<file path="config.mk">
export PLATFORM = sky130hd
export DESIGN_NAME = uart_rx_oversample
export DESIGN_NICKNAME = d
export VERILOG_FILES = /design/src/rtl/uart_rx_oversample.sv
export SDC_FILE = /design/constraint.sdc
export NUM_CORES = 1
export LEC_CHECK = 0
export CAP_MARGIN = 20
export CORE_ASPECT_RATIO = 1.4
export CORE_MARGIN = 3
export CORE_UTILIZATION = 59
export CTS_CLUSTER_SIZE = 8
export DETAILED_ROUTE_END_ITERATION = 16
export GPL_ROUTABILITY_DRIVEN = 0
export PLACE_DENSITY = 0.83
export SLEW_MARGIN = 20
export SYNTH_ARGS = -nofsm -noshare
export SYNTH_HDL_FRONTEND = slang
export SYNTH_SLANG_ARGS = --single-unit
</file>
<file path="constraint.sdc">
create_clock -name clk -period 4.65 [get_ports clk]
set_input_delay 0.6975 -clock clk [delete_from_list [all_inputs] [get_ports clk]]
set_output_delay 0.6975 -clock clk [all_outputs]
set_load 0.03 [all_outputs]
</file>
<file path="src/rtl/uart_rx_oversample.sv">
// 8N1 UART receiver: 16x oversampling, centre-of-bit sampling, valid/ready output register
// and single-cycle framing/overrun error pulses.
module uart_rx_oversample #(
    parameter int unsigned DIV        = 27,
    parameter int unsigned OVERSAMPLE = 16,
    parameter int unsigned DATA_BITS  = 8
) (
    input  logic                 clk,
    input  logic                 rst,
    input  logic                 rx_line,
    input  logic                 rx_ready,
    output logic [DATA_BITS-1:0] rx_data,
    output logic                 rx_valid,
    output logic                 frame_err,
    output logic                 overrun_err,
    output logic                 busy
);
    localparam int unsigned DIV_W = (DIV > 1) ? $clog2(DIV) : 1;
    localparam int unsigned BIT_W = (DATA_BITS > 1) ? $clog2(DATA_BITS) : 1;
    localparam logic [3:0]       TICK_CENTRE = 4'(OVERSAMPLE / 2 - 1);
    localparam logic [3:0]       TICK_LAST   = 4'(OVERSAMPLE - 1);
    localparam logic [DIV_W-1:0] DIV_LAST    = DIV_W'(DIV - 1);
    localparam logic [BIT_W-1:0] BIT_LAST    = BIT_W'(DATA_BITS - 1);

    typedef enum logic [1:0] {IDLE, START, DATA, STOP} state_t;

    state_t               state, next_state;
    logic                 sync1, sync2, sync_prev;
    logic                 fell, edge_pend, start_edge;
    logic [DIV_W-1:0]     div_cnt;
    logic                 tick;
    logic [3:0]           tick_cnt;
    logic [BIT_W-1:0]     bit_cnt;
    logic [DATA_BITS-1:0] shift_reg;
    logic                 sample, shift_en, clear_cnt, load, frame_set, overrun_set;

    always_ff @(posedge clk) begin
        if (rst) begin
            sync1     <= 1'b1;
            sync2     <= 1'b1;
            sync_prev <= 1'b1;
        end else begin
            sync1     <= rx_line;
            sync2     <= sync1;
            sync_prev <= sync2;
        end
    end

    always_comb begin
        fell       = sync_prev & ~sync2;
        start_edge = fell | edge_pend;
        tick       = (state != IDLE) && (div_cnt == DIV_LAST);
    end

    // State register
    always_ff @(posedge clk) begin
        if (rst) state <= IDLE;
        else     state <= next_state;
    end

    // Next-state logic
    always_comb begin
        next_state = state;
        unique case (state)
            IDLE:  if (start_edge) next_state = START;
            START: if (sample) next_state = sync2 ? IDLE : DATA;
            DATA:  if (sample && bit_cnt == BIT_LAST) next_state = STOP;
            STOP:  if (sample) next_state = IDLE;
            default: next_state = IDLE;
        endcase
    end

    // Output / strobe logic
    always_comb begin
        sample      = tick && (((state == START) && (tick_cnt == TICK_CENTRE)) ||
                               (((state == DATA) || (state == STOP)) && (tick_cnt == TICK_LAST)));
        shift_en    = sample && (state == DATA);
        clear_cnt   = (state == IDLE) && start_edge;
        load        = sample && (state == STOP) && sync2 && (!rx_valid || rx_ready);
        overrun_set = sample && (state == STOP) && sync2 && rx_valid && !rx_ready;
        frame_set   = sample && (state == STOP) && !sync2;
        busy        = (state != IDLE);
    end

    always_ff @(posedge clk) begin
        if (rst) begin
            edge_pend   <= 1'b0;
            div_cnt     <= '0;
            tick_cnt    <= '0;
            bit_cnt     <= '0;
            shift_reg   <= '0;
            rx_data     <= '0;
            rx_valid    <= 1'b0;
            frame_err   <= 1'b0;
            overrun_err <= 1'b0;
        end else begin
            // An edge seen while leaving a frame is remembered for the first IDLE cycle.
            edge_pend <= fell && (state != IDLE) && (next_state == IDLE);

            if (state == IDLE || tick) div_cnt <= '0;
            else                       div_cnt <= div_cnt + 1'b1;

            if (clear_cnt || (sample && state == START)) tick_cnt <= '0;
            else if (tick)                               tick_cnt <= tick_cnt + 1'b1;

            if (clear_cnt)     bit_cnt <= '0;
            else if (shift_en) bit_cnt <= bit_cnt + 1'b1;

            if (shift_en) shift_reg <= {sync2, shift_reg[DATA_BITS-1:1]};

            if (load) rx_data <= shift_reg;

            if (load)          rx_valid <= 1'b1;
            else if (rx_ready) rx_valid <= 1'b0;

            frame_err   <= frame_set;
            overrun_err <= overrun_set;
        end
    end

endmodule

</file>
==> results of run 1 <==
[cells by family (layout without fill, tap and decap cells)]
group	after synthesis	count (layout)	share of synthesized area
xor gates and xnor gates	7	7	0.0403
buffers and inverters	14	28	0.0485
AOI/OAI and AO/OA	21	21	0.0864
and+or+nand+nor	70	70	0.238
DFF	37	37	0.487
adders and majority gates	5	5	0.0411
muxes	9	9	0.0592
[worst max-delay path: stages, from the launching register on]
cell	delay, ns
dfxtp_1	0.59
nor2_1	0.21
inv_1	0.12
clkdlybuf4s50_1	0.68
[power by group]
group | leakage (uW) | switching, uW | internal, uW | total, uW
Combinational | 0.000290 | 10.8 | 6.09 | 16.9
Clock | 0.0000413 | 101 | 87.6 | 189
Sequential | 0.000299 | 2.69 | 319 | 321
Total | 0.000630 | 115 | 412 | 527
[metrics by stage]
stage | hold slack [ns] | worst slack (ns)
6_report | 0.420 | 2.01
5_1_grt | 0.439 | 1.87
4_1_cts | 0.421 | 2.08
3_5_place_dp | 0.396 | 2.22
3_3_place_gp | 0.392 | 2.26
2_1_floorplan | 0.389 | 3.04
[layout make-up]
cell class / count / area (um^2)
Multi-Input combinational cell: 112 / 716
Tap cell: 34 / 42.5
Clock inverter: 1 / 5.00
Timing Repair Buffer: 15 / 150
Clock buffer: 7 / 65.1
Inverter: 5 / 18.8
Fill cell: 208 / 679
Sequential cell: 37 / 741
[placed cells by master, fill, tap and decap left out, drive strengths merged, types with 3 or more instances in the layout]
cell type,Yosys,layout
nor4,3,3
inv,5,5
dfxtp,37,37
mux2i,9,9
clkbuf,3,7
clkdlybuf4s50,0,15
xnor2,5,5
ha,5,5
nand2,27,27
nand3,4,4
nor2,20,20
a21oi,13,13
[worst max-delay path by stage]
stage                     cells after the start    endpoint       start
after floorplan                               8  rx_data[0]  div_cnt[0]
after global placement                        5   edge_pend         rst
after detailed placement                      5   edge_pend         rst
after CTS                                     3        busy    state[0]
after global routing                          3        busy    state[0]
final                                         3        busy    state[0]
[per-layer routing]
layer  GRT usage  up-vias  wire length (um)
li1            -      576                 -
met3      0.0767        2                86
met2       0.381       19              1580
met5           0        -                 0
met4      0.0819        0                27
met1       0.194      532              1160
==> impl_metrics.toml, run 1 <==
[route]
vias = 1129
dr.first_iter.drc_count = 43
drcViolationCount = 0
ant_nets = 0
firstDrtPassIters = 4
wl_per_cell_um = 13.6
routed_wl_um = 2860
viasPerCell = 5.35

[critical_path]
critPathArrivalTime_ns = 1.94
worstSetupPathType = "reg2out"
r2r_setup_slack_ns = 2.60
start_kind = "register"
required_ns = 3.95
r2r_end = "rx_data[2]"
worst-path-max-fanout = 11
regToRegStartpoint = "div_cnt[0]"
ff2ff_path_depth = 6
crit_path_end_kind = "output pin"

[sta]
skew_ns = 0.00474
maxSlewHeadroom = 0.497
slew_violations = 0
finalSetupViolCount = 0
hold_viol_final = 0
min_period_ns = 2.64
fmax_ghz = 0.379
tns_ns = 0
finalCritPeriodShare = 0.567
grt_setup_unrepaired = "false"
max_slew.worst_pin.slew_ns = 0.752

[place]
placed_area_mm2 = 0.00166
port_buffers = 15
dp_cells = 203
place_hpwl_um = 2060

[die]
dieArea_mm2 = 0.00323
die_h_um = 66.1
start_util = 0.629
dieWidth_um = 48.9
core_mm2 = 0.00242
num_rows = 21
ios = 16

[synth]
synthTopCellsByCount = "dfxtp_1 (37), nand2_1 (27), nor2_1 (20), a21oi_1 (13), mux2i_1 (9)"
synth_edf_count = 0
ys_ff_latch = 37
yosysMostFrequentCell = "dfxtp_1"
syn_area_per_cell_um2 = 9.33
synth_top_area_frac = 0.487
synth_area_leaders = "dfxtp_1 (49%), nand2_1 (6.7%), mux2i_1 (5.9%)"
yosys_warnings = 0
synth_top_area_cell = "dfxtp_1"
syn-num-nets = 172
ys_dominant_reg_cell = "dfxtp_1"
synth_area_mm2 = 0.00152
async_flop_share = 0
netlist_instances = 163
synth_cell_type_count = 36
yosysSeqAreaShare = 0.487

[global_route]
grt_antenna_before_repair = 0
grt_pass1_vias = 1128
grt_pass1_wl_um = 4890
gr-usage-all-layers = 0.202
grt_overflow = 0
grt_max_degree = 24

[outcome]
outcome = "complete, no violations"

[layout]
diodes = 0
fin_nets = 185
stdcell_count = 211
drive_gt1_frac = 0.0791
syn_to_final_growth_pct = 14.2
utilization = 0.719
finish.instance_area_mm2 = 0.00174

[power]
p_per_area_mw_per_mm2 = 303
p_leak_uw = 0.000630
peakVddDrop_mv = 0.258
finalPower_uw = 527

[hold_path]
worstHoldStart = "sync1"
hold_path.class = "reg2reg"
min_to = "sync2"
hold_depth = 1

[clock_tree]
postCtsHoldBufs = 0
htreeDepth = 2
clkSinkCount = 37
ctsResizeCount = 0
clkSlewWorstSetupHoldPaths_ns = 0.10
postCtsSetupBuffers = 0
cts_tree = "built"
cts_buffer_depth = 2
cts_root_buf = "clkbuf_4"
clk-insertion-delay-late_ns = 0.34
cts_made_buffers = 5

[job]
drv_cap = 0
(Power assumes the default switching activity.)
==> inputs of run 2 (changes only) <==
Settings changed: CORE_UTILIZATION 59 to 49, PLACE_DENSITY 0.83 to 0.73.
Clock period 4.65 ns to 2.2 ns, I/O delays scaled along.
==> impl_metrics.toml, run 2 (synthesis gave the netlist of run 1 again) <==
[outcome]
outcome = "complete, no violations"

[die]
die_h_um = 71.9
num_rows = 23
ios = 16
core_mm2 = 0.00291
start_util = 0.523
dieArea_mm2 = 0.00382
dieWidth_um = 53.1

[layout]
diodes = 0
fin_nets = 188
syn_to_final_growth_pct = 18.6
final_common_cell = "dfxtp_1"
drive_gt1_frac = 0.100
final_cell_mix = "dfxtp_1 (35), nand2_1 (27), nor2_1 (20), clkdlybuf4s50_1 (15), a21oi_1 (13)"
fill_cells = 248

[hold_path]
hold_depth = 1
worstHoldStart = "sync1"
min_to = "sync2"
hold_path.class = "reg2reg"

[sta]
slew_violations = 0
finalCritPeriodShare = 0.926
maxSlewHeadroom = 0.735
skew_ns = 0.00380
max_slew.worst_pin.slew_ns = 0.393
hold_viol_final = 0
fmax_ghz = 0.491
finalSetupViolCount = 0
grt_setup_unrepaired = "false"
min_period_ns = 2.04
tns_ns = 0

[clock_tree]
postCtsSetupBuffers = 0
cts_made_buffers = 5
clkSlewWorstSetupHoldPaths_ns = 0.07
cts_root_buf = "clkbuf_8"
ctsResizeCount = 0
clkSinkCount = 37
cts_tree = "built"
htreeDepth = 2
postCtsHoldBufs = 0
cts_buffer_depth = 2
clk-insertion-delay-late_ns = 0.28

[power]
p_sw_uw = 250
comb_power_share = 0.028
p_leak_uw = 0.000662
finalPower_uw = 1310
p_sw_frac = 0.192
seqPwrFrac = 0.519
p_int_uw = 1060
clkPwrFrac = 0.453
p_per_area_mw_per_mm2 = 725
peakVddDrop_mv = 0.513

[critical_path]
regToRegStartpoint = "div_cnt[0]"
worst-path-max-fanout = 11
cp_slowest_cell = "clkdlybuf4s50_1"
start_kind = "register"
ff2ff_path_depth = 6
critPathArrivalTime_ns = 1.71
r2r_setup_slack_ns = 0.33
slowest_delay_ns = 0.61
required_ns = 1.87
r2r_end = "shift_reg[4]"
critPathBufInv = 2
crit_path_end_kind = "output pin"
worstSetupPathType = "reg2out"
path_cells = "nor2_1, inv_1, clkdlybuf4s50_1"
critical_path.top_delay_family = "buffers and inverters"

[global_route]
grt_pass1_wl_um = 4800
grt_overflow = 0
gr-usage-all-layers = 0.167
grt_pass1_vias = 1121
grt_antenna_before_repair = 0
grt_max_degree = 23

[route]
ant_nets = 0
wl_per_cell_um = 12.2
firstDrtPassIters = 4
routed_wl_um = 2660
vias = 1132
dr.first_iter.drc_count = 14
drcViolationCount = 0
viasPerCell = 5.22

[place]
place_hpwl_um = 1910
port_buffers = 15

[job]
drv_cap = 0
==> run 2: cell count changes in the layout (fill, tap and decap cells not counted), sizes merged <==
cell    delta
buf        +3
bufinv     +1
clkinv     -1
==> run 2: layer usage <==
metal,vias to the layer above,GRT usage,part of all wire
met2,17,0.273,0.50
met3,6,0.0534,0.039
met5,-,0,0
li1,581,-,-
met1,528,0.193,0.44
met4,0,0.0795,0.020
==> run 2: layout make-up <==
type / instances / area (um^2) / area share
inverters: 5 / 18.8 / 0.0104
repair buffers: 18 / 173 / 0.0957
multi-input cells: 112 / 707 / 0.392
flip-flops and latches: 37 / 743 / 0.412
clock buffers: 7 / 86.3 / 0.0479
clock inverters: 1 / 30.0 / 0.0166
well taps: 37 / 46.3 / 0.0257
==> run 2: per-stage QoR <==
step / util / cell area (um^2) / cells / setup WS, ns / hold WS [ns]
2_1_floorplan: - / 1520 / 163 / 0.593 / 0.389
3_3_place_gp: 0.580 / 1690 / 209 / 0.388 / 0.398
3_5_place_dp: 0.580 / 1690 / 209 / 0.341 / 0.403
4_1_cts: 0.620 / 1800 / 217 / 0.0711 / 0.428
5_1_grt: 0.621 / 1800 / 217 / 0.0262 / 0.433
6_report: 0.621 / 1800 / 217 / 0.163 / 0.420
==> run 2: worst register-to-register path: stages (launching register included) <==
cell and delay, ns:
dfxtp_1 0.34, inv_1 0.06, ha_1 0.19, nand4b_4 0.23, or4_1 0.73, nand2_1 0.13, a21oi_1 0.06
==> run 2: worst max-delay path by stage <==
stage	cells past startpoint	to	start
final	3	busy	state[0]
after global routing	3	busy	state[0]
after global placement	6	shift_reg[5]	div_cnt[0]
after CTS	3	busy	state[0]
after floorplan	8	rx_data[0]	div_cnt[0]
after detailed placement	6	shift_reg[4]	div_cnt[0]
==> run 2: power by group through the flow <==
stage,combinational [uW],clock (uW),sequential (uW)
2_1_floorplan,25.4,0,691
3_3_place_gp,36.0,0,694
3_5_place_dp,36.8,0,694
4_1_cts,37.1,612,679
5_1_grt,41.7,630,679
6_report,36.7,592,679
